## src/rtl/disp_write_arbiter.sv

```systemverilog
// disp_write_arbiter
//   Shares the single write port (write/sel/num) of the 8-digit seven-segment
//   display between two requesters, A and B, using round-robin arbitration.
//   After every requester write, GAP idle cycles pass before the next grant so
//   the display scan is never held on one digit. An optional clear sequence
//   writes 0 to all eight digits back to back.
//
//   Optional feature macro: DISP_ARB_CLEAR_EN
//     defined   -> CLEAR state present; clear_start and clear_busy are live
//     undefined -> clear_start ignored; clear_busy tied low
//
//   Ready outputs are combinational from registered state and the valids.
//   write/sel/num/clear_busy are registered.

module disp_write_arbiter #(
    parameter int unsigned GAP = 4
) (
    input  logic       clk,
    input  logic       reset,

    input  logic       a_valid,
    input  logic [2:0] a_sel,
    input  logic [3:0] a_num,
    output logic       a_ready,

    input  logic       b_valid,
    input  logic [2:0] b_sel,
    input  logic [3:0] b_num,
    output logic       b_ready,

    input  logic       clear_start,
    output logic       clear_busy,

    output logic       write,
    output logic [2:0] sel,
    output logic [3:0] num
);

    // Gap counter must hold the value GAP; keep at least one bit when GAP = 0.
    localparam int GW = (GAP > 0) ? $clog2(GAP + 1) : 1;

`ifdef DISP_ARB_CLEAR_EN
    typedef enum logic [1:0] {
        IDLE     = 2'd0,
        GAP_WAIT = 2'd1,
        CLEAR    = 2'd2
    } state_t;
`else
    typedef enum logic [1:0] {
        IDLE     = 2'd0,
        GAP_WAIT = 2'd1
    } state_t;
`endif

    state_t         state;
    logic [GW-1:0]  gap_cnt;
    logic           prio;       // 0: A has priority, 1: B has priority
    logic           clear_go;   // clear accepted this cycle
    logic           can_grant;

`ifdef DISP_ARB_CLEAR_EN
    logic [2:0]     clear_idx;  // next digit of the clear sequence to write

    // Clear is only accepted from IDLE; elsewhere the request is dropped.
    assign clear_go = (state == IDLE) && clear_start;
`else
    logic           unused_clear_start;

    assign unused_clear_start = clear_start;
    assign clear_go           = 1'b0;
    assign clear_busy         = 1'b0;
`endif

    // Grant window: idle, gap expired, and no clear taking the port this cycle.
    // NOTE: continuous assigns for combinational outputs cannot infer latches.
    assign can_grant = (state == IDLE) && (gap_cnt == '0) && !clear_go;
    assign a_ready   = can_grant && a_valid && (!b_valid || !prio);
    assign b_ready   = can_grant && b_valid && (!a_valid ||  prio);

    // Arbitration/gap/clear FSM with registered display-port outputs.
    // NOTE: all state here uses non-blocking assignments so every register
    // samples the pre-edge values; blocking would create order-dependent races.
    always_ff @(posedge clk) begin
        if (reset) begin
            state      <= IDLE;
            gap_cnt    <= '0;
            prio       <= 1'b0;
            write      <= 1'b0;
            sel        <= 3'd0;
            num        <= 4'd0;
`ifdef DISP_ARB_CLEAR_EN
            clear_idx  <= 3'd0;
            clear_busy <= 1'b0;
`endif
        end else begin
            // write is a single-cycle strobe unless re-armed below
            write <= 1'b0;

            case (state)
                IDLE: begin
`ifdef DISP_ARB_CLEAR_EN
                    if (clear_go) begin
                        write      <= 1'b1;
                        sel        <= 3'd0;
                        num        <= 4'd0;
                        clear_idx  <= 3'd1;
                        clear_busy <= 1'b1;
                        state      <= CLEAR;
                    end else
`endif
                    if (a_ready || b_ready) begin
                        write   <= 1'b1;
                        sel     <= a_ready ? a_sel : b_sel;
                        num     <= a_ready ? a_num : b_num;
                        // point at the side that was not granted
                        prio    <= a_ready;
                        gap_cnt <= GW'(GAP);
                        if (GAP != 0) begin
                            state <= GAP_WAIT;
                        end
                    end
                end

                GAP_WAIT: begin
                    if (gap_cnt <= GW'(1)) begin
                        gap_cnt <= '0;
                        state   <= IDLE;
                    end else begin
                        gap_cnt <= gap_cnt - 1'b1;
                    end
                end

`ifdef DISP_ARB_CLEAR_EN
                CLEAR: begin
                    // clear_idx wraps 7 -> 0 only after the sel=7 write is issued
                    if (clear_idx != 3'd0) begin
                        write     <= 1'b1;
                        sel       <= clear_idx;
                        num       <= 4'd0;
                        clear_idx <= clear_idx + 3'd1;
                    end else begin
                        clear_busy <= 1'b0;
                        gap_cnt    <= GW'(GAP);
                        state      <= (GAP != 0) ? GAP_WAIT : IDLE;
                    end
                end
`endif

                default: begin
                    state   <= IDLE;
                    gap_cnt <= '0;
                end
            endcase
        end
    end

endmodule

```

## config.mk

```make
export PLATFORM = sky130hd
export DESIGN_NAME = disp_write_arbiter
export DESIGN_NICKNAME = d
export VERILOG_FILES = /design/src/rtl/disp_write_arbiter.sv
export SDC_FILE = /design/constraint.sdc
export NUM_CORES = 1
export LEC_CHECK = 0
export CAP_MARGIN = 20
export CORE_UTILIZATION = 40
export DETAILED_ROUTE_END_ITERATION = 10
export GPL_TIMING_DRIVEN = 0
export PLACE_DENSITY = 0.8
export SLEW_MARGIN = 20
export SYNTH_ARGS = -nofsm -noshare
export SYNTH_HDL_FRONTEND = slang
export SYNTH_SLANG_ARGS = --single-unit
```

## constraint.sdc

```tcl
create_clock -name clk -period 2.2 [get_ports clk]
set_clock_uncertainty 0.15 [all_clocks]
set_input_delay 0.66 -clock clk [delete_from_list [all_inputs] [get_ports clk]]
set_output_delay 0.66 -clock clk [all_outputs]
set_load 0.02 [all_outputs]
```

**After elaboration in Yosys (flattened, before gate mapping)**

Index checks and enable logic that the tools add are counted.
W data, S select, Z words.

- Register bits after elaboration: 14
- Latch bits: 0
- RAM bits: 0
- Bits in read-only memories: 0
- Bits of input ports: 19
- Output and inout port bits: 11
- Word-level logic and storage cells: 37
- Memories: 0

- Add/subtract/negate cells: 1
- $mul: 0
- Div/mod/pow operators: 0
- Order comparisons: 1
- Equality and inequality tests: 3
- Shift operators: 0
- Muxes and demuxes: 9
- Bitwise gates (word level): 1
- Reductions and logical operators: 16

Operators by type and width:

| operator | count |
|---|---|
| $mux W3 | 3 |
| $pmux W3 S2 | 1 |
| $logic_and A1 B1 Y1 | 5 |
| $mux W2 | 2 |
| $mux W4 | 1 |
| $pmux W2 S2 | 1 |
| $reduce_and A2 Y1 | 2 |
| $le A3 B1 Y1 const B | 1 |
| $logic_not A1 Y1 | 3 |
| $logic_not A3 Y1 | 1 |
| $logic_or A1 B1 Y1 | 3 |
| $sub A3 B1 Y3 const B | 1 |
| $eq A2 B1 Y1 const B | 1 |
| $logic_not A2 Y1 | 1 |
| $ne A2 B1 Y1 const B | 1 |
| $ne A2 B2 Y1 const B | 1 |
| $reduce_or A2 Y1 | 1 |
| $mux W1 | 1 |
| $not A1 Y1 | 1 |

**Logic depth before layout (Yosys ltp)**

- Word-level depth: 7
- Depth in mapped cells: 6
- Gate-level depth less buffers: 5

**Worst setup path before layout**

Ideal clock, no wire load.

- Kind: register -> output
- Start: reg gap_cnt[0]
- End: out b_ready
- Data arrival time: 1,367 ps
- Data required time: 1,390 ps
- Setup slack: 23 ps
- Cell stages (with the launch flop): 6
- Buffers on the path: 1
- Cells stage by stage: dfxtp_1 > inv_1 > ha_1 > or3b_1 > buf_2 > nor2_1

- Cells in the longest elaborated chain, start to end: 4

Ends and longest elaborated chain:

| what | line | source |
|---|---|---|
| from (decl) | 56 | `logic [GW-1:0] gap_cnt;` |
| from (signal assigned) | 117 | `gap_cnt <= GW'(GAP);` |
| from (signal assigned) | 129 | `gap_cnt <= gap_cnt - 1'b1;` |
| $logic_not A3 Y1 | 76 | `assign can_grant = (state == IDLE) && (gap_cnt == '0) && !clear_go;` |
| $logic_and A1 B1 Y1 | 76 |  |
| $logic_and A1 B1 Y1 (2 in series) | 78 | `assign b_ready = can_grant && b_valid && (!a_valid \|\| prio);` |
| to (decl) | 29 | `output logic b_ready,` |

Every way passes these cells.

**Final worst setup path**

Same ends and word-level chain as after synthesis.

==> flow_summary.toml <==
[finish]
multi_input_area_um2 = 431.7
fill_cells = 128
num-nets-final = 139
final_common_cell = "clkdlybuf4s50_1"
layout_common_cells = "clkdlybuf4s50_1, dfxtp_1, o21ai_0"
drive_above_1_share = 0.2759
area_growth_pct = 58.21
seq_area_um2 = 262.8
fin_cells = 132
antennaDiodeCount = 0

[synth]
syn-cell-area_um2 = 700.7
yosys.area.top_type = "dfxtp_1"
syn_avg_cell_area_um2 = 8.869
synth_seq_area_share = 0.3714
ys_top_cells_by_area = "dfxtp_1, a311oi_1, o21ai_0"
post_synth_num_cell_types = 26
synth_nets = 101
synth_top_area_share = 0.3714
synth-seq-cells = 13
yosys_warnings = 0
synthCells = 79

[power_and_ir_drop]
p_total_mw = 1.450
powerDensity_nw_per_um2 = 1308
vdd_drop_max_mv = 0.5851
p_leak_nw = 0.4245

[timing]
fin_crit_sh = 1.026
slew_violations = 0
post-route-min-period_ps = 2258
setup_viol = 1
fmax_mhz = 442.9
final_hold_viol_count = 0
grt_setup_unrepaired = "true"
fin_ws_ps = -57.77

[clock_tree]
clock_sinks = 13
htreeDepth = 1
clk-insertion-delay-late_ps = 290
holdBufCountCts = 0
tritoncts = "done"
cts_root_buf = "clkbuf_4"
cts_buffer_depth = 2
cts_buffers = 3
path_clk_slew_ps = 90

[floorplan]
die_area_um2 = 1923
fp.dieW_um = 43.86
initial_core_util = 0.4444
ios = 30
core_um2 = 1577
die-height_um = 43.86
fp-row-count = 14

[placed_design]
pre_cts_ws_ps = -966.5
dpl.hpwl_mm = 1.217
io_buffers = 27
dp.cells = 122
gp_congestion = 0.8064

[global_route]
gr-total-overflow = 0
grt_antenna_before_repair = 0
first_global_vias = 744
grt_use_total = 0.2233
grt_pass1_wl_mm = 2.980
grt_max_degree = 11

[setup_path]
reg2reg_from = "gap_cnt[0]"
worstPathCellList = "inv_2 > ha_4 > or3b_4 > nor2_4 > buf_6"
start_kind = "flip-flop"
path_max_fanout = 3
slowest_delay_ps = 400
required_ps = 1390
rrSetupSlack_ps = 470
worst_setup_path_end_kind = "output port"
crit_arrival_ps = 1450
slowest_stage = "or3b_4"
reg2reg_to = "num[0]"
r2r_cells = 6
timing_worst_setup_path_type = "reg -> out"

[drt]
vias_per_cell = 5.652
drt_iter0_markers = 13
firstDrtPassIters = 6
ant_nets = 0
wirelength_mm = 1.926
drc = 0
dr_total_vias = 746
wl_per_cell_um = 14.59

[min_path]
hp-start = "num[3]"
hold_path.class = "reg -> reg"
whs_endpoint = "num[3]"
hold_depth = 2

[run_status]
status = "complete, but fails checks"
violations = "setup timing"

[flow_run]
max_cap_viol_count = 0
[worst max-delay path by stage]
stage / start / to / slack (ps) / depth (start not counted)
after floorplan: gap_cnt[0] / b_ready / 20 / 5
after global placement: a_valid / a_ready / -960 / 5
after detailed placement: a_valid / a_ready / -970 / 5
after CTS: gap_cnt[1] / b_ready / -100 / 6
after global routing: gap_cnt[1] / b_ready / -110 / 5
final: gap_cnt[0] / b_ready / -60 / 5
[layer usage]
metal  wire length (µm)  track usage
met1                822       0.2183
met2                926       0.3672
met3                 81      0.05000
met4                 95       0.2424
met5                  0            0
[logic make-up after synthesis]
logic type | synth area share
buf+inv | 0.06607
flops | 0.3714
other cells | 0.005352
simple gates | 0.2018
compound gates | 0.3018
fa+ha+maj | 0.05358
[critical path: cells and delay by family, from the launching register on]
| kind | cells | cell delay (ps) |
|---|---|---|
| adders and majority gates | 1 | 130 |
| DFF | 1 | 340 |
| and+or+nand+nor | 2 | 490 |
| buffers and inverters | 2 | 200 |
[synth_stat cells]
master	number
a21bo_2	1
a21boi_2	1
a21oi_1	9
a311oi_1	7
a31oi_1	1
buf_2	1
buf_4	1
buf_6	1
clkbuf_1	2
conb_1	1
dfxtp_1	13
ha_1	3
inv_1	4
nand2_1	4
nand3_1	6
nand3_2	1
nor2_1	3
nor2_8	1
nor3b_4	1
o21ai_0	10
o21ba_2	1
o32ai_1	2
or2_2	1
or3_1	2
or3b_1	1
or3b_2	1
[power breakdown]
group          internal [mW]  switching, mW
clock                 0.0677         0.0940
sequential             0.326         0.0702
combinational          0.439          0.452
total                  0.833          0.616
[timing repair]
| item | CTS | global route |
|---|---|---|
| gates resized for setup | 26 | 5 |
| endpoints found under the setup margin | 2 | 2 |
| setup buffers | 6 | 1 |
| pin swaps | 2 | 0 |
| hold endpoints to repair | 0 | 0 |
[registers in the layout, summed over array words and instances (netlist names)]
register	cells
state	1
sel	3
write	1
gap_cnt	3
prio	1
num	4
[final cells by class]
type / count / share of cell area
Multi-Input combinational cell: 57 / 0.3894
Timing Repair Buffer: 34 / 0.2935
Sequential cell: 13 / 0.2370
Buffer: 4 / 0.02370
Clock buffer: 3 / 0.02032
Tap cell: 16 / 0.01806
Inverter: 4 / 0.01354
Clock inverter: 1 / 0.004515
[stage by stage]
step,area [µm²],utilization,setup TNS [ps],hold WS (ps)
CTS,1099,0.6968,-102.9,372.8
floorplan,700.7,-,0,337.9
global placement,991.0,0.6286,-1613,353.9
detailed placement,991.0,0.6286,-1750,362.0
global route,1109,0.7032,-151.9,409.8
finish,1109,0.7032,-57.77,365.8
Note: power is estimated with default switching activity, not from simulation.
